==> config.mk <==
export PLATFORM = sky130hd
export DESIGN_NAME = conv2d_sched
export DESIGN_NICKNAME = d
export VERILOG_FILES = /design/src/rtl/conv2d_sched.sv
export SDC_FILE = /design/constraint.sdc
export NUM_CORES = 1
export LEC_CHECK = 0
export CORE_AREA = 2 2 252 254
export CTS_BUF_LIST = sky130_fd_sc_hd__clkbuf_2 sky130_fd_sc_hd__clkbuf_4 sky130_fd_sc_hd__clkbuf_8
export DETAILED_ROUTE_END_ITERATION = 10
export DIE_AREA = 0 0 254 256
export SETUP_SLACK_MARGIN = 0.3
export SLEW_MARGIN = 20
export SYNTH_ARGS = -nofsm -noshare
export SYNTH_HDL_FRONTEND = slang
export SYNTH_SLANG_ARGS = --single-unit
export TNS_END_PERCENT = 10
==> constraint.sdc <==
create_clock -name clk -period 10.8 [get_ports clk]
set_input_delay 1.08 -clock clk [delete_from_list [all_inputs] [get_ports clk]]
set_output_delay 1.08 -clock clk [all_outputs]
set_load 0.05 [all_outputs]
==> src/rtl/conv2d_sched.sv <==
// conv2d_sched: per-channel weight load, gap-free pixel burst and pipeline drain for one conv core.
// Optional z-strobe count checker is built when CONV2D_SCHED_ZCHK_EN is defined.
module conv2d_sched #(
  parameter int C_WIDTH   = 9,
  parameter int C_HEIGHT  = 9,
  parameter int C_CH      = 8,
  parameter int KS        = 3,
  parameter int DRAIN_CYC = 40
) (
  input  logic                        clk,
  input  logic                        rst,
  input  logic                        start,
  input  logic [C_WIDTH-1:0]          cfg_width,
  input  logic [C_HEIGHT-1:0]         cfg_height,
  input  logic [C_CH-1:0]             cfg_nch,
  output logic                        busy,
  output logic                        done,
  output logic                        wt_req,
  output logic [C_CH-1:0]             wt_ch,
  input  logic                        wt_vld,
  input  logic [KS*KS*32-1:0]         wt_data,
  input  logic [C_WIDTH+C_HEIGHT-1:0] src_level,
  output logic                        param_ena,
  output logic [KS*KS*32-1:0]         param_weight,
  output logic [C_WIDTH-1:0]          param_width_in,
  output logic                        pxl_ena_x,
  input  logic                        pxl_ena_y,
  input  logic                        pxl_ena_z,
  output logic                        psum_rd,
  output logic                        y_zero,
  output logic                        psum_wr,
  output logic                        out_wr,
  output logic                        err
);

  localparam int PW = C_WIDTH + C_HEIGHT;
  localparam int DW = (DRAIN_CYC > 1) ? $clog2(DRAIN_CYC) : 1;
  localparam logic [DW-1:0]   DRAIN_LOAD = DW'(DRAIN_CYC - 1);
  localparam logic [C_CH-1:0] CH_ONE     = C_CH'(1);

  typedef enum logic [2:0] {IDLE, FETCH, PARAM, WAIT_SRC, STREAM, DRAIN} state_t;

  state_t            state_r;
  logic [C_CH-1:0]    ch_r;
  logic [C_CH-1:0]    nch_r;
  logic [C_WIDTH-1:0] width_r;
  logic [PW-1:0]      wh_r;
  logic [PW-1:0]      pix_cnt_r;
  logic [DW-1:0]      drain_cnt_r;
  logic [PW-1:0]      cfg_wh_s;
  logic               last_ch_s;

  assign cfg_wh_s  = {{C_HEIGHT{1'b0}}, cfg_width} * {{C_WIDTH{1'b0}}, cfg_height};
  assign last_ch_s = (ch_r == (nch_r - CH_ONE));

  // Partial sums are sourced from zero on the first channel and routed to the output on the last.
  assign y_zero  = pxl_ena_y & (ch_r == '0);
  assign psum_rd = pxl_ena_y & (ch_r != '0);
  assign psum_wr = pxl_ena_z & ~last_ch_s;
  assign out_wr  = pxl_ena_z & last_ch_s;

  // Channel sequencing FSM with registered control outputs
  always_ff @(posedge clk or posedge rst) begin
    if (rst) begin
      state_r        <= IDLE;
      ch_r           <= '0;
      nch_r          <= '0;
      width_r        <= '0;
      wh_r           <= '0;
      pix_cnt_r      <= '0;
      drain_cnt_r    <= '0;
      busy           <= 1'b0;
      done           <= 1'b0;
      wt_req         <= 1'b0;
      wt_ch          <= '0;
      param_ena      <= 1'b0;
      param_weight   <= '0;
      param_width_in <= '0;
      pxl_ena_x      <= 1'b0;
    end else begin
      param_ena <= 1'b0;
      done      <= 1'b0;
      case (state_r)
        IDLE: begin
          if (start) begin
            width_r <= cfg_width;
            nch_r   <= cfg_nch;
            wh_r    <= cfg_wh_s;
            ch_r    <= '0;
            wt_ch   <= '0;
            wt_req  <= 1'b1;
            busy    <= 1'b1;
            state_r <= FETCH;
          end
        end
        FETCH: begin
          if (wt_vld) begin
            param_weight   <= wt_data;
            param_width_in <= width_r;
            param_ena      <= 1'b1;
            wt_req         <= 1'b0;
            state_r        <= PARAM;
          end
        end
        PARAM: begin
          state_r <= WAIT_SRC;
        end
        // The whole plane must already be buffered: a gap would restart the core's line delays.
        WAIT_SRC: begin
          if (src_level >= wh_r) begin
            pxl_ena_x <= 1'b1;
            pix_cnt_r <= wh_r - PW'(1);
            state_r   <= STREAM;
          end
        end
        STREAM: begin
          if (pix_cnt_r == '0) begin
            pxl_ena_x   <= 1'b0;
            drain_cnt_r <= DRAIN_LOAD;
            state_r     <= DRAIN;
          end else begin
            pix_cnt_r <= pix_cnt_r - PW'(1);
          end
        end
        DRAIN: begin
          if (drain_cnt_r == '0) begin
            if (last_ch_s) begin
              done    <= 1'b1;
              busy    <= 1'b0;
              state_r <= IDLE;
            end else begin
              ch_r    <= ch_r + CH_ONE;
              wt_ch   <= ch_r + CH_ONE;
              wt_req  <= 1'b1;
              state_r <= FETCH;
            end
          end else begin
            drain_cnt_r <= drain_cnt_r - DW'(1);
          end
        end
        default: begin
          state_r <= IDLE;
        end
      endcase
    end
  end

`ifdef CONV2D_SCHED_ZCHK_EN
  logic [PW-1:0] zcnt_r;
  logic [PW-1:0] zcnt_next_s;
  logic          err_r;
  logic          early_z_s;
  logic          drain_exit_s;

  assign zcnt_next_s  = zcnt_r + {{(PW-1){1'b0}}, pxl_ena_z};
  assign drain_exit_s = (state_r == DRAIN) && (drain_cnt_r == '0);
  assign early_z_s    = pxl_ena_z && ((state_r == FETCH) || (state_r == PARAM) || (state_r == WAIT_SRC));

  // Per-channel z strobe count; err latches on a short/long channel or a stray early strobe
  always_ff @(posedge clk or posedge rst) begin
    if (rst) begin
      zcnt_r <= '0;
      err_r  <= 1'b0;
    end else begin
      if (state_r == PARAM) begin
        zcnt_r <= '0;
      end else begin
        zcnt_r <= zcnt_next_s;
      end
      if (early_z_s || (drain_exit_s && (zcnt_next_s != wh_r))) begin
        err_r <= 1'b1;
      end
    end
  end

  assign err = err_r;
`else
  assign err = 1'b0;
`endif

endmodule

==> report_table.html <==
<table>
<tr><th>Metric</th><th>Value</th></tr>
<tr><th colspan="2">Placement</th></tr>
<tr><td>Cell area reported after detailed placement</td><td>between 20000 and 30000 sq um</td></tr>
<tr><td>PortBufs</td><td>651</td></tr>
<tr><td>DPL Wire Length</td><td>50430 um</td></tr>
<tr><td>Final weighted congestion of routability-driven global placement</td><td>0.8536</td></tr>
<tr><td>Placement Setup Slack</td><td>around 4.8 ns</td></tr>
<tr><th colspan="2">Synthesis</th></tr>
<tr><td>Asr flop ratio synth</td><td>100.0%</td></tr>
<tr><td>Area share of the leading cell type in the synthesized netlist</td><td>between 50 and 60%</td></tr>
<tr><td>Most frequent cells after synthesis</td><td>dfrtp_1 (372), mux2_2 (297), nand2_1 (141)</td></tr>
<tr><td>Dominant combinational cell family by area after synthesis</td><td>multiplexers</td></tr>
<tr><td>Most frequently used flop master after synthesis</td><td>dfrtp_1</td></tr>
<tr><td>Register bit total from synthesis</td><td>372</td></tr>
<tr><td>Compound-cell area share of the yosys netlist</td><td>5.776%</td></tr>
<tr><td>Area contributors post-synth</td><td>dfrtp_1 (51%), mux2_2 (18%), fa_1 (5.5%)</td></tr>
<tr><td>Post-Syn Instances</td><td>~1500</td></tr>
<tr><td>Number of enable flip-flop cells after synthesis</td><td>0</td></tr>
<tr><td>Post-synthesis area per instance</td><td>roughly 12 sq um</td></tr>
<tr><td>Synth area leader</td><td>dfrtp_1</td></tr>
<tr><td>Basic-gate share of the synthesized area counting and, or, nand and nor cells</td><td>under 10%</td></tr>
<tr><td>Number of distinct library cells after synthesis</td><td>between 60 and 70</td></tr>
<tr><td>Library cell with the highest instance count after synthesis</td><td>dfrtp_1</td></tr>
<tr><td>Multiplexer area fraction after synthesis</td><td>between 10% and 20%</td></tr>
<tr><td>Xor/xnor share of the synthesized area</td><td>around 1.3%</td></tr>
<tr><td>Adder and majority gate portion of the synthesized area</td><td>9.753%</td></tr>
<tr><td>Yosys warning count</td><td>0</td></tr>
<tr><td>Cell Area, Synth</td><td>around 18000 sq um</td></tr>
<tr><td>Syn nets</td><td>roughly 2000</td></tr>
<tr><td>Seq/Total Area, Yosys</td><td>about half</td></tr>
<tr><th colspan="2">CTS</th></tr>
<tr><td>Post-cts resize count</td><td>0</td></tr>
<tr><td>Clock tree from TritonCTS</td><td>built</td></tr>
<tr><td>Inserted Clock Buffers</td><td>70</td></tr>
<tr><td>Clock tree buffer depth</td><td>3</td></tr>
<tr><td>Source-to-sink clock delay at the later pin of the worst-skew pair</td><td>~0.7 ns</td></tr>
<tr><td>Hold buffer count at CTS</td><td>0</td></tr>
<tr><td>Master cell of the clock root buffer</td><td>clkbuf_8</td></tr>
<tr><td>Setup bufs post-CTS</td><td>0</td></tr>
<tr><td># clock sinks</td><td>~370</td></tr>
<tr><td>CTS clock-pin slew for the worst setup and hold paths</td><td>~0.06 ns</td></tr>
<tr><td>Number of levels in the clock H-tree</td><td>3</td></tr>
<tr><th colspan="2">Power</th></tr>
<tr><td>Proportion of power drawn by the clock network</td><td>between 15 and 20%</td></tr>
<tr><td>Standby leakage power</td><td>0.01155 uW</td></tr>
<tr><td>Sw Ratio</td><td>between 40 and 50%</td></tr>
<tr><td>Internal power</td><td>4948 uW</td></tr>
<tr><td>Proportion of power drawn by flip-flops and latches</td><td>around a quarter</td></tr>
<tr><td>Combinational power share</td><td>a little under three fifths</td></tr>
<tr><td>Power Density</td><td>347.1 nW/um^2</td></tr>
<tr><td>Worst ir drop on vdd</td><td>around 270 uV</td></tr>
<tr><td>Net switching power figure</td><td>4492 uW</td></tr>
<tr><th colspan="2">STA</th></tr>
<tr><td>Final setup TNS</td><td>0 ns</td></tr>
<tr><td>Min setup slack post-route</td><td>approximately 5.4 ns</td></tr>
<tr><td>Number of endpoints failing setup at the final stage</td><td>0</td></tr>
<tr><td>Min Clock Period, post-route</td><td>5.400 ns</td></tr>
<tr><td>Fraction of the cycle the final worst path needs</td><td>about half</td></tr>
<tr><td>Setup skew after layout</td><td>0.03696 ns</td></tr>
<tr><td>Actual slew at the worst max-slew pin</td><td>around 0.93 ns</td></tr>
<tr><td>Max-slew violations</td><td>0</td></tr>
<tr><td>Final-report hold violation count</td><td>0</td></tr>
<tr><td>RSZ-0062 raised after global routing</td><td>false</td></tr>
<tr><td>Max Clock Freq</td><td>between 150 and 200 MHz</td></tr>
<tr><td>Max-Slew Margin vs Limit</td><td>a little under two fifths</td></tr>
<tr><th colspan="2">Routing</th></tr>
<tr><td>Drt pass-1 iters</td><td>5</td></tr>
<tr><td>Number of vias in the routed layout</td><td>around 14000</td></tr>
<tr><td>Final wirelength</td><td>64870 um</td></tr>
<tr><td>Detail Route met3 WL</td><td>approximately 6800 um</td></tr>
<tr><td>Post-detailed-route via-to-cell ratio</td><td>between 4 and 5</td></tr>
<tr><td>Top layer reached by signal wires</td><td>met5</td></tr>
<tr><td>Number of antenna-violating nets in the routed design</td><td>0</td></tr>
<tr><td>Number of DRC markers after the initial detailed-route iteration</td><td>between 700 and 800</td></tr>
<tr><td>DRC Markers</td><td>0</td></tr>
<tr><td>DRT met1 WL</td><td>~25000 um</td></tr>
<tr><td>Post-DR wirelength/cell</td><td>21.05 um</td></tr>
<tr><td>Routed length on met2</td><td>29910 um</td></tr>
<tr><th colspan="2">Floorplanning</th></tr>
<tr><td>Placeable core area</td><td>62390 sq um</td></tr>
<tr><td>Die extent in y</td><td>256 um</td></tr>
<tr><td>Die ar.</td><td>between 60000 and 70000 sq um</td></tr>
<tr><td>IO Count</td><td>653</td></tr>
<tr><td>Core Rows</td><td>between 90 and 100</td></tr>
<tr><td>Initial cell density of the core</td><td>between 20% and 30%</td></tr>
<tr><td>Die X-Extent</td><td>254 um</td></tr>
<tr><th colspan="2">Worst setup path</th></tr>
<tr><td>Signal arrival time at the worst endpoint</td><td>between 5 and 6 ns</td></tr>
<tr><td>Worst Path Max Fanout</td><td>10</td></tr>
<tr><td>Top Family by Delay on Critical Path</td><td>adder cells</td></tr>
<tr><td>Worst path cell trace</td><td>clkdlybuf4s50_1 &gt; and2_1 &gt; fa_1 &gt; fa_1 &gt; fa_1 &gt; inv_1 &gt; fa_1 &gt; inv_1 &gt; ha_1 &gt; or2_2 &gt; o31a_1 &gt; a31oi_1 &gt; a21oi_1 &gt; and3_1 &gt; a221oi_1 &gt; o21ai_0</td></tr>
<tr><td>Worst Setup Path Type</td><td>in -&gt; reg</td></tr>
<tr><td>CP Capture Type</td><td>flip-flop</td></tr>
<tr><td>CP Launch Type</td><td>input pin</td></tr>
<tr><td>CP max stage cell</td><td>clkdlybuf4s50_1</td></tr>
<tr><td>CP peak stage delay</td><td>roughly 0.64 ns</td></tr>
<tr><td>Cell repeated most along the worst path</td><td>fa_1</td></tr>
<tr><td>Required time of the critical path</td><td>about 11 ns</td></tr>
<tr><td>Buffers plus inverters on the worst setup path</td><td>3</td></tr>
<tr><th colspan="2">Cells and area</th></tr>
<tr><td>Core utilization of the finished layout</td><td>~44%</td></tr>
<tr><td>Layout Nets</td><td>~2600</td></tr>
<tr><td>Filler Cell Count</td><td>~5800</td></tr>
<tr><td>Post-Layout Inst Area</td><td>between 20000 and 30000 sq um</td></tr>
<tr><td>Post-synthesis to final-layout area growth</td><td>49.28%</td></tr>
<tr><td>Share of post-route cells with drive strength above 1</td><td>between 20% and 30%</td></tr>
<tr><th colspan="2">Flow run</th></tr>
<tr><td>Maxcap violations</td><td>0</td></tr>
<tr><th colspan="2">Global route</th></tr>
<tr><td>Number of antenna violations at the first check in global routing</td><td>32</td></tr>
<tr><td>Global-route wire length before repair</td><td>94240 um</td></tr>
<tr><td>Total Routing Usage GR</td><td>approximately a fifth</td></tr>
<tr><td>Total overflow reported by the global router</td><td>0</td></tr>
<tr><td>Number of global-route vias before repair</td><td>~15000</td></tr>
<tr><td>Pin count of the biggest net entering global routing</td><td>around 180</td></tr>
<tr><th colspan="2">Run status</th></tr>
<tr><td>Run status</td><td>finished clean</td></tr>
<tr><th colspan="2">Hold path</th></tr>
<tr><td>Worst min-delay path class</td><td>reg -&gt; reg</td></tr>
</table>
## tightest hold or removal path, cell delays in order, from the launching register on
cell	delay [ns]
dfrtp_1	0.34
nand2_1	0.05
nand2_1	0.05
## stage by stage
| stage | hold WS, ns | power (uW) | cells |
|---|---|---|---|
| after global routing | 0.4970 | 9937 | 3076 |
| after CTS | 0.4791 | 9544 | 3071 |
| after global placement | 0.4563 | 7881 | 2946 |
| final | 0.4722 | 9440 | 3081 |
| after detailed placement | 0.4641 | 7970 | 2946 |
| after floorplan | 0.4401 | 6044 | 1507 |
## path summary, 6_finish.rpt
check	start	end	slack, ns	cells past startpoint
min in group asynchronous	rst	param_weight[97]	1.03	3
worst min register to register	width_r[5]	width_r[5]	0.47	2
worst min-delay path	width_r[5]	width_r[5]	0.47	2
worst max-delay path	cfg_width[4]	wh_r[17]	5.40	16
worst max register to register	state_r[0]	pix_cnt_r[14]	7.21	11
max in group asynchronous	rst	param_weight[266]	7.61	5
## cells in the final DEF (no fill, tap or decap), types with 5 or more instances in the layout
master,instances
a211oi_1,6
a21o_1,5
a21oi_1,35
a31oi_1,9
and2_1,59
and3_1,11
buf_4,10
clkbuf_4,24
clkbuf_8,87
clkdlybuf4s50_1,651
dfrtp_1,372
diode_2,9
fa_1,50
ha_1,62
inv_1,100
mux2_2,297
mux2i_1,6
nand2_1,141
nand2b_1,6
nand3_1,15
nand4_1,8
nor2_1,48
nor2b_1,8
nor3_1,29
nor4_1,8
o211ai_1,9
o21ai_0,55
o22ai_1,5
o311ai_0,5
o31ai_1,6
or3_1,5
xnor2_1,15
xor2_1,12
## per-layer routing
metal | up-vias | global-route usage, %
met5 | - | 0
met3 | 154 | 8.726
li1 | 6541 | -
met4 | 38 | 8.889
met2 | 579 | 30.83
met1 | 6981 | 22.45
## power by group through the flow
stage / Combinational [uW] / Sequential [uW] / Clock [uW]
4_1_cts: 5450 / 2520 / 1580
6_report: 5400 / 2520 / 1520
5_1_grt: 5680 / 2610 / 1640
3_5_place_dp: 5430 / 2540 / 0
2_1_floorplan: 1570 / 4480 / 0
3_3_place_gp: 5370 / 2510 / 0
## flip-flops by register name, indices dropped and copies added, names as in the netlist
signal / count
wh_r: 18
ch_r: 8
param_width_in: 9
pxl_ena_x: 1
param_weight: 288
state_r: 3
param_ena: 1
done: 1
wt_req: 1
busy: 1
nch_r: 8
width_r: 9
drain_cnt_r: 6
pix_cnt_r: 18
## cell families after synthesis
group	Yosys count
flip-flops	372
multiplexers	303
XOR/XNOR	27
AO/OA/AOI/OAI	166
buffers and inverters	171
adder cells (fa/ha/maj)	112
AND/OR/NAND/NOR	355
other	1
## layout make-up
class                           instances  area, sq um  area share, %
Antenna cell                            9        22.52        0.08282
Multi-Input combinational cell        964         8217          30.22
Timing Repair Buffer                  664         6659          24.49
Inverter                              101        382.9          1.408
Clock buffer                          111         1378          5.066
Sequential cell                       372         9309          34.23
Clock inverter                         14        167.7         0.6165
Tap cell                              846         1059          3.893
(Power assumes the default switching activity.)
